==> config.mk <==
export PLATFORM = sky130hd
export DESIGN_NAME = zjh_tc_accum
export DESIGN_NICKNAME = d
export VERILOG_FILES = /design/src/rtl/zjh_tc_accum.sv
export SDC_FILE = /design/constraint.sdc
export NUM_CORES = 1
export LEC_CHECK = 0
export CAP_MARGIN = 15
export CORE_ASPECT_RATIO = 0.9
export CORE_MARGIN = 2
export CORE_UTILIZATION = 40
export DETAILED_ROUTE_END_ITERATION = 12
export HOLD_SLACK_MARGIN = 0.1
export PLACE_DENSITY_LB_ADDON = 0.12
export SYNTH_ARGS = -nofsm -noshare
export SYNTH_HDL_FRONTEND = slang
export SYNTH_SLANG_ARGS = --single-unit
==> constraint.sdc <==
create_clock -name clk -period 4.4 [get_ports clk]
set_clock_uncertainty 0.1 [all_clocks]
set_input_delay 0.88 -clock clk [delete_from_list [all_inputs] [get_ports clk]]
set_output_delay 0.88 -clock clk [all_outputs]
set_load 0.005 [all_outputs]
==> src/rtl/zjh_tc_accum.sv <==
// zjh_tc_accum: accumulates N_SAMPLES 4-bit two's-complement codes into a
// saturating signed sum, then holds the frame result until the consumer takes it.
module zjh_tc_accum #(
  parameter int ACC_W     = 8,
  parameter int N_SAMPLES = 8
) (
  input  logic             clk,
  input  logic             rst_n,
  input  logic             clr,
  input  logic [3:0]       tc_in,
  input  logic             in_valid,
  output logic             in_ready,
  output logic [ACC_W-1:0] sum_out,
  output logic             sat_flag,
  output logic             out_valid,
  input  logic             out_ready
);

  localparam int CW = $clog2(N_SAMPLES + 1);
  localparam logic signed [ACC_W:0] MAXV = {2'b00, {(ACC_W-1){1'b1}}};
  localparam logic signed [ACC_W:0] MINV = {2'b11, {(ACC_W-1){1'b0}}};
  localparam logic [CW-1:0]         LAST = CW'(N_SAMPLES - 1);

  typedef enum logic {ACC, HOLD} state_e;

  state_e                  state_q;
  logic signed [ACC_W-1:0] acc_q;
  logic                    sat_q;
  logic [CW-1:0]           cnt_q;
  logic [ACC_W-1:0]        sum_q;
  logic                    flag_q;
  logic                    ov_q;

  logic signed [ACC_W:0]   ext;
  logic signed [ACC_W:0]   t;
  logic signed [ACC_W-1:0] acc_d;
  logic                    sat_d;
  logic                    accept;

  assign in_ready  = (state_q == ACC);
  assign accept    = in_valid && in_ready;
  assign sum_out   = sum_q;
  assign sat_flag  = flag_q;
  assign out_valid = ov_q;

  // Saturating add of the incoming sample onto the running sum.
  always_comb begin
    ext   = {{(ACC_W-3){tc_in[3]}}, tc_in};
    t     = {acc_q[ACC_W-1], acc_q} + ext;
    acc_d = t[ACC_W-1:0];
    sat_d = sat_q;
    if (t > MAXV) begin
      acc_d = MAXV[ACC_W-1:0];
      sat_d = 1'b1;
    end else if (t < MINV) begin
      acc_d = MINV[ACC_W-1:0];
      sat_d = 1'b1;
    end
  end

  // Frame FSM: accumulate in ACC, present and hold the result in HOLD.
  always_ff @(posedge clk or negedge rst_n) begin
    if (!rst_n) begin
      state_q <= ACC;
      acc_q   <= '0;
      sat_q   <= 1'b0;
      cnt_q   <= '0;
      sum_q   <= '0;
      flag_q  <= 1'b0;
      ov_q    <= 1'b0;
    end else if (clr) begin
      state_q <= ACC;
      acc_q   <= '0;
      sat_q   <= 1'b0;
      cnt_q   <= '0;
      sum_q   <= '0;
      flag_q  <= 1'b0;
      ov_q    <= 1'b0;
    end else begin
      case (state_q)
        ACC: begin
          if (accept) begin
            acc_q <= acc_d;
            sat_q <= sat_d;
            if (cnt_q == LAST) begin
              cnt_q   <= '0;
              sum_q   <= acc_d;
              flag_q  <= sat_d;
              ov_q    <= 1'b1;
              state_q <= HOLD;
            end else begin
              cnt_q <= cnt_q + CW'(1);
            end
          end
        end
        HOLD: begin
          // Release clears the running state; sum_out keeps the last frame.
          if (out_ready) begin
            acc_q   <= '0;
            sat_q   <= 1'b0;
            cnt_q   <= '0;
            flag_q  <= 1'b0;
            ov_q    <= 1'b0;
            state_q <= ACC;
          end
        end
        default: state_q <= ACC;
      endcase
    end
  end

endmodule

==> flow_metrics.tcl, run 1 <==
set metrics [dict create \
    grt_pass1_vias 1134 \
    post_synth_instance_area_um2 1429 \
    peakVddDrop_mv 0.2199 \
    grt_pass1_wl_mm 5.513 \
    ctsHoldBuffers 0 \
    fmax_ghz 0.2953 \
    synth-main-ff-cell "dfrtp_1" \
    grt_use_total_pct 17.97 \
    rr_worst_depth 8 \
    maxCapViolCount 0 \
    drtPass1Iterations 4 \
    finalSetupTns_ps 0 \
    yosys.area.top_type "dfrtp_1" \
    drt-initial-drc-count 51 \
    post-route-period-util_pct 76.96 \
    crit_buf_inv 1 \
    cp.depth 8 \
    async_flop_share_pct 100.0 \
    hold_viol_final 0 \
    clockBufferDepth 2 \
    slowest_delay_ps 520 \
    antenna_found_initial 0 \
    io_pins 20 \
    clk_latency_ps 260 \
    finalNetCount 188 \
    fin_area_um2 1729 \
    post-cts-setup-buffers 0 \
    place_area_um2 1663 \
    crit_chain "clkdlybuf4s50_1, ha_1, and3_1, a21boi_1, mux2_2, nor2_2, nor3_1, a211o_1" \
    vias 1182 \
    syn-instance-count 146 \
    critPathArrivalTime_ps 3440 \
    synth-seq-cells 24 \
    slew_headroom_pct 43.49 \
    power_density_nw_per_um2 453.3 \
    cts_tree "built" \
    wl_per_cell_um 14.75 \
    drv_slew 0 \
    worst-slew-pin-transition_ps 844.5 \
    cts_root_buf "clkbuf_8" \
    period_needed_ps 3386 \
    die_area_um2 4067 \
    ys_seq_area_share_pct 42.03 \
    critPathMaxFanout 10 \
    htree_levels 1 \
    diodes 0 \
    hp-class "reg2reg" \
    syn_avg_cell_area_um2 9.787 \
    path_clk_slew_ps 70 \
    post_cts_resized 0 \
    synth.distinct_cells 42 \
    place_congestion 0.7753 \
    synth_area_leaders "dfrtp_1, ha_1, nand2_1" \
    cp-start-kind "input port" \
    die_w_um 67 \
    grt_max_degree 25 \
    holdWs_ps 393.9 \
    vias_per_cell 5.602 \
    path_delay_family "simple AND/OR/NAND/NOR gates" \
    syn_nets 165 \
    drc 0 \
    grt_setup_unrepaired "false" \
    critical_path.slowest_cell "clkdlybuf4s50_1" \
    synth_warnings 0 \
    wirelength_mm 3.112 \
    crit_path_end_kind "register" \
    hpwl_mm 2.400 \
    p_leak_nw 0.7923 \
    start_util_pct 41.99 \
    setup_violations 0 \
    place_ws_ps 740.9 \
    grt-ovfl-total 0 \
    drive_above_1_share_pct 6.587 \
    core_area_um2 3403 \
    critPathKind "in2reg" \
    fill_cells 325 \
    synth_edf_count 0 \
    outcome "complete, no violations" \
    die_h_um 60.70 \
    fp-row-count 20 \
    syn_to_final_growth_pct 21.02 \
    required_ps 4450 \
    yosysTopAreaCellShare_pct 42.03 \
    worstHoldPathCells 2 \
    worst_slack_ps 1014 \
    ant_nets 0 \
    cts.sinks 24 \
    port_buffers 19 \
    cts-buffers-inserted 3 \
]
-- layer usage --
layer | vias up | track usage (%) | wire length (um)
met5 | - | 0 | 0
met4 | 0 | 4.665 | 25
met3 | 4 | 4.267 | 122
met2 | 24 | 24.89 | 1375
met1 | 568 | 27.93 | 1588
li1 | 586 | - | -
-- metrics by stage --
stage | total power (W) | util [%] | cells
floorplan | 0.0005783 | - | 146
global placement | 0.0006530 | 48.86 | 207
detailed placement | 0.0006592 | 48.86 | 207
CTS | 0.0007871 | 50.07 | 210
global route | 0.0008526 | 50.81 | 211
finish | 0.0007837 | 50.81 | 211
-- power by group --
group          switching, W  total [W]  internal [W]
Clock             0.0000635   0.000125     0.0000611
Sequential        0.0000219   0.000274      0.000253
Combinational      0.000214   0.000385      0.000171
-- cell families after synthesis --
| kind of cell | share of synthesized area (%) |
|---|---|
| and+or+nand+nor | 19.18 |
| AOI/OAI and AO/OA | 21.19 |
| DFF | 42.03 |
| adders and majority gates | 12.35 |
| xor gates and xnor gates | 2.452 |
| buffers and inverters | 1.314 |
| muxes | 1.489 |
-- synthesized netlist by cell type, drive strengths merged, types with 2 or more instances --
cell type	number
nor4b	2
nor2	8
a211oi	4
nor3	2
o21ai	7
nand2	23
inv	2
a21oi	7
maj3	4
xor2	2
o31ai	2
nand3	8
a211o	6
a21o	3
xnor2	2
nor2b	5
ha	9
nand2b	3
a22o	4
dfrtp	24
-- final timing paths --
| check | start | to | slack [ps] |
|---|---|---|---|
| hold reg to reg | acc_q[7]$_DFFE_PN0P_ | acc_q[7]$_DFFE_PN0P_ | 390 |
| min in group asynchronous | rst_n | acc_q[2]$_DFFE_PN0P_ | 720 |
| setup reg to reg | acc_q[0]$_DFFE_PN0P_ | acc_q[0]$_DFFE_PN0P_ | 1710 |
| hold / removal | acc_q[7]$_DFFE_PN0P_ | acc_q[7]$_DFFE_PN0P_ | 390 |
| setup / recovery | tc_in[3] | sum_out[5]$_DFFE_PN0P_ | 1010 |
| max in group asynchronous | rst_n | state_q$_DFF_PN0_ | 3090 |
-- sequential cells by signal, summed over array words and instances (netlist names) --
register and cells:
sat_flag 1, state_q 1, sat_q 1, out_valid 1, cnt_q 4, sum_out 8, acc_q 8
-- layout by cell type, fill, tap and decap left out, drive strengths merged, types with 3 or more instances in the layout --
| cell | synthesis | routed |
|---|---|---|
| o21ai | 7 | 7 |
| clkbuf | 1 | 4 |
| nand2b | 3 | 3 |
| a211o | 6 | 6 |
| a22o | 4 | 4 |
| nor2b | 5 | 5 |
| a21oi | 7 | 7 |
| nand3 | 8 | 8 |
| nand2 | 23 | 23 |
| clkdlybuf4s50 | 0 | 19 |
| a211oi | 4 | 4 |
| dfrtp | 24 | 24 |
| nor2 | 8 | 8 |
| ha | 9 | 9 |
| a21o | 3 | 3 |
| maj3 | 4 | 4 |
-- worst register-to-register path: stages, from the launching register on --
cell,delay [ps]
dfrtp_1,390
ha_1,210
fa_1,410
a21o_1,200
a221oi_1,360
nand2b_1,190
a31oi_1,170
maj3_2,360
a22o_1,200
-- layout make-up --
cell class / instances / area [um^2] / share of cell area, %
multi-input cells: 118 / 809.5 / 46.82
clock buffers: 3 / 41.29 / 2.388
inverters: 2 / 7.507 / 0.4342
well taps: 44 / 55.05 / 3.184
flip-flops and latches: 24 / 600.6 / 34.73
repair buffers: 20 / 215.2 / 12.45
No activity file was read; power rests on OpenSTA's default activity.
==> run 2: changes to the inputs <==
==> constraint.sdc (replaced) <==
create_clock -name clk -period 3.4 [get_ports clk]
set_clock_uncertainty 0.1 [all_clocks]
set_input_delay 0.68 -clock clk [delete_from_list [all_inputs] [get_ports clk]]
set_output_delay 0.68 -clock clk [all_outputs]
set_load 0.005 [all_outputs]
==> run 2 against run 1 <==
Global-route usage down 0.66 points; wire length fell by 0.39%; utilization is 1.0 points higher; non-clock buffer count grew 7; largest cell class unchanged.
==> flow_metrics.tcl, run 2 (same netlist as run 1, synthesis figures left out) <==
set metrics [dict create \
    internal_power_w 0.0006706 \
    p_comb_share_pct 51.9 \
    wl_per_cell_um 14.22 \
    finalSetupTns_ps 0 \
    die_h_um 60.70 \
    grt-ovfl-total 0 \
    slew_headroom_pct 56.65 \
    cts.sinks 24 \
    ctsHoldBuffers 0 \
    critPathArrivalTime_ps 3170 \
    pwr-share-seq_pct 33.3 \
    final_common_cell "dfrtp_1" \
    grt_pass1_wl_mm 5.313 \
    die_area_um2 4067 \
    r2r_setup_slack_ps 760 \
    grt_pass1_vias 1144 \
    critPathKind "in2reg" \
    hp-class "reg2reg" \
    grt_setup_unrepaired "false" \
    clockBufferDepth 2 \
    htree_levels 1 \
    worst_slack_ps 276.7 \
    swShare_pct 37.28 \
    clk_latency_ps 260 \
    vias 1205 \
    maxCapViolCount 0 \
    post_cts_resized 0 \
    crit_path_end_kind "register" \
    fmax_ghz 0.3202 \
    place_congestion 0.8247 \
    p_leak_nw 0.8187 \
    finalNetCount 195 \
    peakVddDrop_mv 0.2986 \
    drc 0 \
    core_area_um2 3403 \
    hold_viol_final 0 \
    layout_common_cells "dfrtp_1, nand2_1, clkdlybuf4s50_1" \
    cp-start-kind "input port" \
    post-route-period-util_pct 91.86 \
    power_density_nw_per_um2 606.0 \
    syn_to_final_growth_pct 23.47 \
    period_needed_ps 3123 \
    clock_power_share_pct 14.8 \
    required_ps 3450 \
    path_delay_family "adder cells" \
    drv_slew 0 \
    setup_violations 0 \
    worst-slew-pin-transition_ps 650.3 \
    grt_max_degree 25 \
    crit_buf_inv 1 \
    antenna_found_initial 0 \
    path_clk_slew_ps 80 \
    die_w_um 67 \
    ant_nets 0 \
    post-cts-setup-buffers 0 \
    p_sw_w 0.0003985 \
    slowest_delay_ps 520 \
    placed_cells_incl_taps 215 \
    port_buffers 19 \
    wirelength_mm 3.100 \
    cts_root_buf "clkbuf_8" \
    outcome "complete, no violations" \
    hpwl_mm 2.451 \
    place_ws_ps 8.845 \
    fin_cells 218 \
    fp-row-count 20 \
    drive_above_1_share_pct 10.34 \
    diodes 0 \
    cts_tree "built" \
    vias_per_cell 5.528 \
    start_util_pct 41.99 \
    grt_use_total_pct 17.31 \
    critical_path.slowest_cell "clkdlybuf4s50_1" \
    critPathMaxFanout 5 \
    io_pins 20 \
    drt-initial-drc-count 46 \
    drtPass1Iterations 4 \
    cts-buffers-inserted 3 \
    crit_chain "clkdlybuf4s50_1, ha_1, and3_1, a21boi_1, mux2_2, or2_4, maj3_2, a22o_1" \
]
==> run 2: path summary, 6_finish.rpt <==
path                                       from                    to  cells after the start
min in group asynchronous                 rst_n  acc_q[0]$_DFFE_PN0P_                      2
hold / removal             acc_q[7]$_DFFE_PN0P_  acc_q[7]$_DFFE_PN0P_                      2
setup / recovery                       tc_in[3]  acc_q[0]$_DFFE_PN0P_                      8
max in group asynchronous                 rst_n  acc_q[3]$_DFFE_PN0P_                      2
setup reg to reg           acc_q[0]$_DFFE_PN0P_  acc_q[0]$_DFFE_PN0P_                      8
hold reg to reg            acc_q[7]$_DFFE_PN0P_  acc_q[7]$_DFFE_PN0P_                      2
==> run 2: layout make-up <==
type                    count  area [um^2]
clock buffers               3        41.29
multi-input cells         118        809.5
well taps                  44        55.05
inverters                   2        7.507
flip-flops and latches     24        600.6
repair buffers             27        250.2
fillers                   334         1639
==> run 2: metal layers <==
layer  vias up  part of all wire, %  track usage, %  wire [um]
met5         -                    0               0          0
met4         0                 0.48           3.499         15
met3         2                  3.9           4.082        121
met2        20                   44           26.45       1373
met1       578                   51           25.26       1589
li1        605                    -               -          -
==> run 2: per-stage QoR <==
stage | util [%] | power, W | hold WS, ps | area, um^2
after floorplan | - | 0.0007484 | 284.4 | 1429
after global placement | 50.63 | 0.0009035 | 364.4 | 1723
after detailed placement | 50.63 | 0.0009142 | 370.9 | 1723
after CTS | 51.84 | 0.001080 | 389.7 | 1764
after global routing | 51.84 | 0.001155 | 423.9 | 1764
final | 51.84 | 0.001069 | 388.1 | 1764
==> run 2: worst reg2reg max path, cell delays in order (launching register included) <==
cell,delay (ps)
dfrtp_1,400
ha_1,220
fa_1,400
a21o_1,200
a221oi_1,310
nand2b_1,180
a31oi_1,160
maj3_2,350
a22o_1,210
==> run 2: power by group through the flow <==
| stage | clock network [W] | logic [W] | registers, W |
|---|---|---|---|
| floorplan | 0 | 0.000397 | 0.000352 |
| CTS | 0.000167 | 0.000557 | 0.000356 |
| detailed placement | 0 | 0.000552 | 0.000362 |
| global route | 0.000176 | 0.000619 | 0.000360 |
| finish | 0.000159 | 0.000555 | 0.000356 |
| global placement | 0 | 0.000543 | 0.000361 |
==> run 3: changes to the inputs <==
==> constraint.sdc (replaced) <==
create_clock -name clk -period 2.92 [get_ports clk]
set_clock_uncertainty 0.1 [all_clocks]
set_input_delay 0.584 -clock clk [delete_from_list [all_inputs] [get_ports clk]]
set_output_delay 0.584 -clock clk [all_outputs]
set_load 0.005 [all_outputs]
==> run 3 against run 2 <==
Die area unchanged; power increased by 33%; cell count increased by 8.3%; clock power increased by 17%; first-iteration DRC count increased by 78%; hold slack improved by 16 ps; sequential power increased by 17%; cell area increased by 10%; global-route usage increased by 1.9 points; critical path type unchanged; largest power group unchanged.
==> flow_metrics.tcl, run 3 (same netlist as run 1, synthesis figures left out) <==
set metrics [dict create \
    layout_common_cells "buf_4, dfrtp_1, nand2_1" \
    worst-slew-pin-transition_ps 632.4 \
    place_ws_ps -314.8 \
    clk_latency_ps 260 \
    period_needed_ps 2819 \
    crit_buf_inv 1 \
    place_congestion 0.8138 \
    critical_path.slowest_cell "clkdlybuf4s50_1" \
    p_leak_nw 0.9199 \
    worst_slack_ps 101.0 \
    critPathKind "in2reg" \
    outcome "complete, no violations" \
    setup_violations 0 \
    slew_headroom_pct 57.84 \
    wirelength_mm 3.393 \
    clockBufferDepth 2 \
    hold_viol_final 0 \
    fin_area_um2 1944 \
    crit_path_end_kind "register" \
    cts_root_buf "clkbuf_8" \
    io_pins 20 \
    grt_max_degree 25 \
    crit_chain "clkdlybuf4s50_1, ha_2, fa_2, a21o_1, a221oi_2, nand2b_4, a31oi_2, maj3_2, a22o_1" \
    place_area_um2 1858 \
    required_ps 2970 \
    critPathMaxFanout 4 \
    grt_setup_unrepaired "false" \
    ant_nets 0 \
    power_density_nw_per_um2 729.1 \
    fill_cells 307 \
    cp-start-kind "input port" \
    path_delay_family "adder cells" \
    drt-initial-drc-count 82 \
    cts-buffers-inserted 3 \
    drive_above_1_share_pct 21.88 \
    cts.sinks 24 \
    grt_pass1_wl_mm 5.892 \
    drc 0 \
    fin_cells 236 \
    grt_pass1_vias 1242 \
    post-route-period-util_pct 96.54 \
    antenna_found_initial 0 \
    die_area_um2 4067 \
    hpwl_mm 2.714 \
    die_w_um 67 \
    path_clk_slew_ps 80 \
    start_util_pct 41.99 \
    drv_slew 0 \
    vias 1285 \
    placed_cells_incl_taps 233 \
    cts_tree "built" \
    grt_use_total_pct 19.18 \
    core_area_um2 3403 \
    wl_per_cell_um 14.38 \
    finalSetupTns_ps 0 \
    seqCellArea_um2 600.6 \
    die_h_um 60.70 \
    htree_levels 1 \
    critPathArrivalTime_ps 2870 \
    fin_util_pct 57.13 \
    syn_to_final_growth_pct 36.08 \
    diodes 0 \
    port_buffers 19 \
    fp-row-count 20 \
    hp-class "reg2reg" \
    multiInputGateArea_um2 855.8 \
    slowest_delay_ps 430 \
    vias_per_cell 5.445 \
    peakVddDrop_mv 0.4043 \
    grt-ovfl-total 0 \
    fmax_ghz 0.3547 \
    drtPass1Iterations 4 \
    maxCapViolCount 0 \
    finalNetCount 213 \
    final_common_cell "buf_4" \
]
-- run 3: tightest hold or removal path, stage by stage (launching register included) --
cell	delay, ps
dfrtp_1	360
nand2_1	60
nand2_1	50
-- run 3: report_power, final --
part / internal [W] / total (W) / leakage, nW / switching (W)
combinational: 0.000431 / 0.000813 / 0.572 / 0.000381
clock: 0.0000921 / 0.000186 / 0.0216 / 0.0000943
sequential: 0.000381 / 0.000418 / 0.326 / 0.0000378
total: 0.000904 / 0.00142 / 0.920 / 0.000514
-- run 3: cell type report --
type	instances	share of cell area, %
Clock buffer	3	2.124
Inverter	2	0.3861
Multi-Input combinational cell	118	44.02
Sequential cell	24	30.89
Tap cell	44	2.831
Timing Repair Buffer	45	19.76
-- run 3: path summary, 6_finish.rpt --
check | depth (start not counted) | from | slack (ps) | endpoint
setup reg to reg | 7 | acc_q[4]$_DFFE_PN0P_ | 470 | acc_q[1]$_DFFE_PN0P_
hold / removal | 2 | acc_q[7]$_DFFE_PN0P_ | 400 | acc_q[7]$_DFFE_PN0P_
setup / recovery | 9 | tc_in[0] | 100 | acc_q[1]$_DFFE_PN0P_
max in group asynchronous | 2 | rst_n | 1900 | sum_out[4]$_DFFE_PN0P_
min in group asynchronous | 2 | rst_n | 580 | acc_q[2]$_DFFE_PN0P_
hold reg to reg | 2 | acc_q[7]$_DFFE_PN0P_ | 400 | acc_q[7]$_DFFE_PN0P_
-- run 3: timing repair --
| action | in CTS | in global routing |
|---|---|---|
| setup buffers | 0 | 0 |
| pin swaps | 1 | 1 |
| resized for setup | 3 | 5 |
| hold buffers | 0 | 0 |
| setup endpoints to repair | 6 | 11 |
-- run 3: stage by stage --
| step | power, W | hold WS (ps) |
|---|---|---|
| after floorplan | 0.0008714 | 188.4 |
| after global placement | 0.001170 | 374.7 |
| after detailed placement | 0.001188 | 379.3 |
| after CTS | 0.001396 | 409.1 |
| after global routing | 0.001534 | 421.7 |
| final | 0.001418 | 404.5 |
-- run 3: layer usage --
layer	global-route usage, %	part of all wire (%)	up-vias
met5	0	0	-
met4	1.749	0.32	0
met3	4.082	3.4	3
met2	30.27	45	18
met1	28.39	51	623
li1	-	-	641
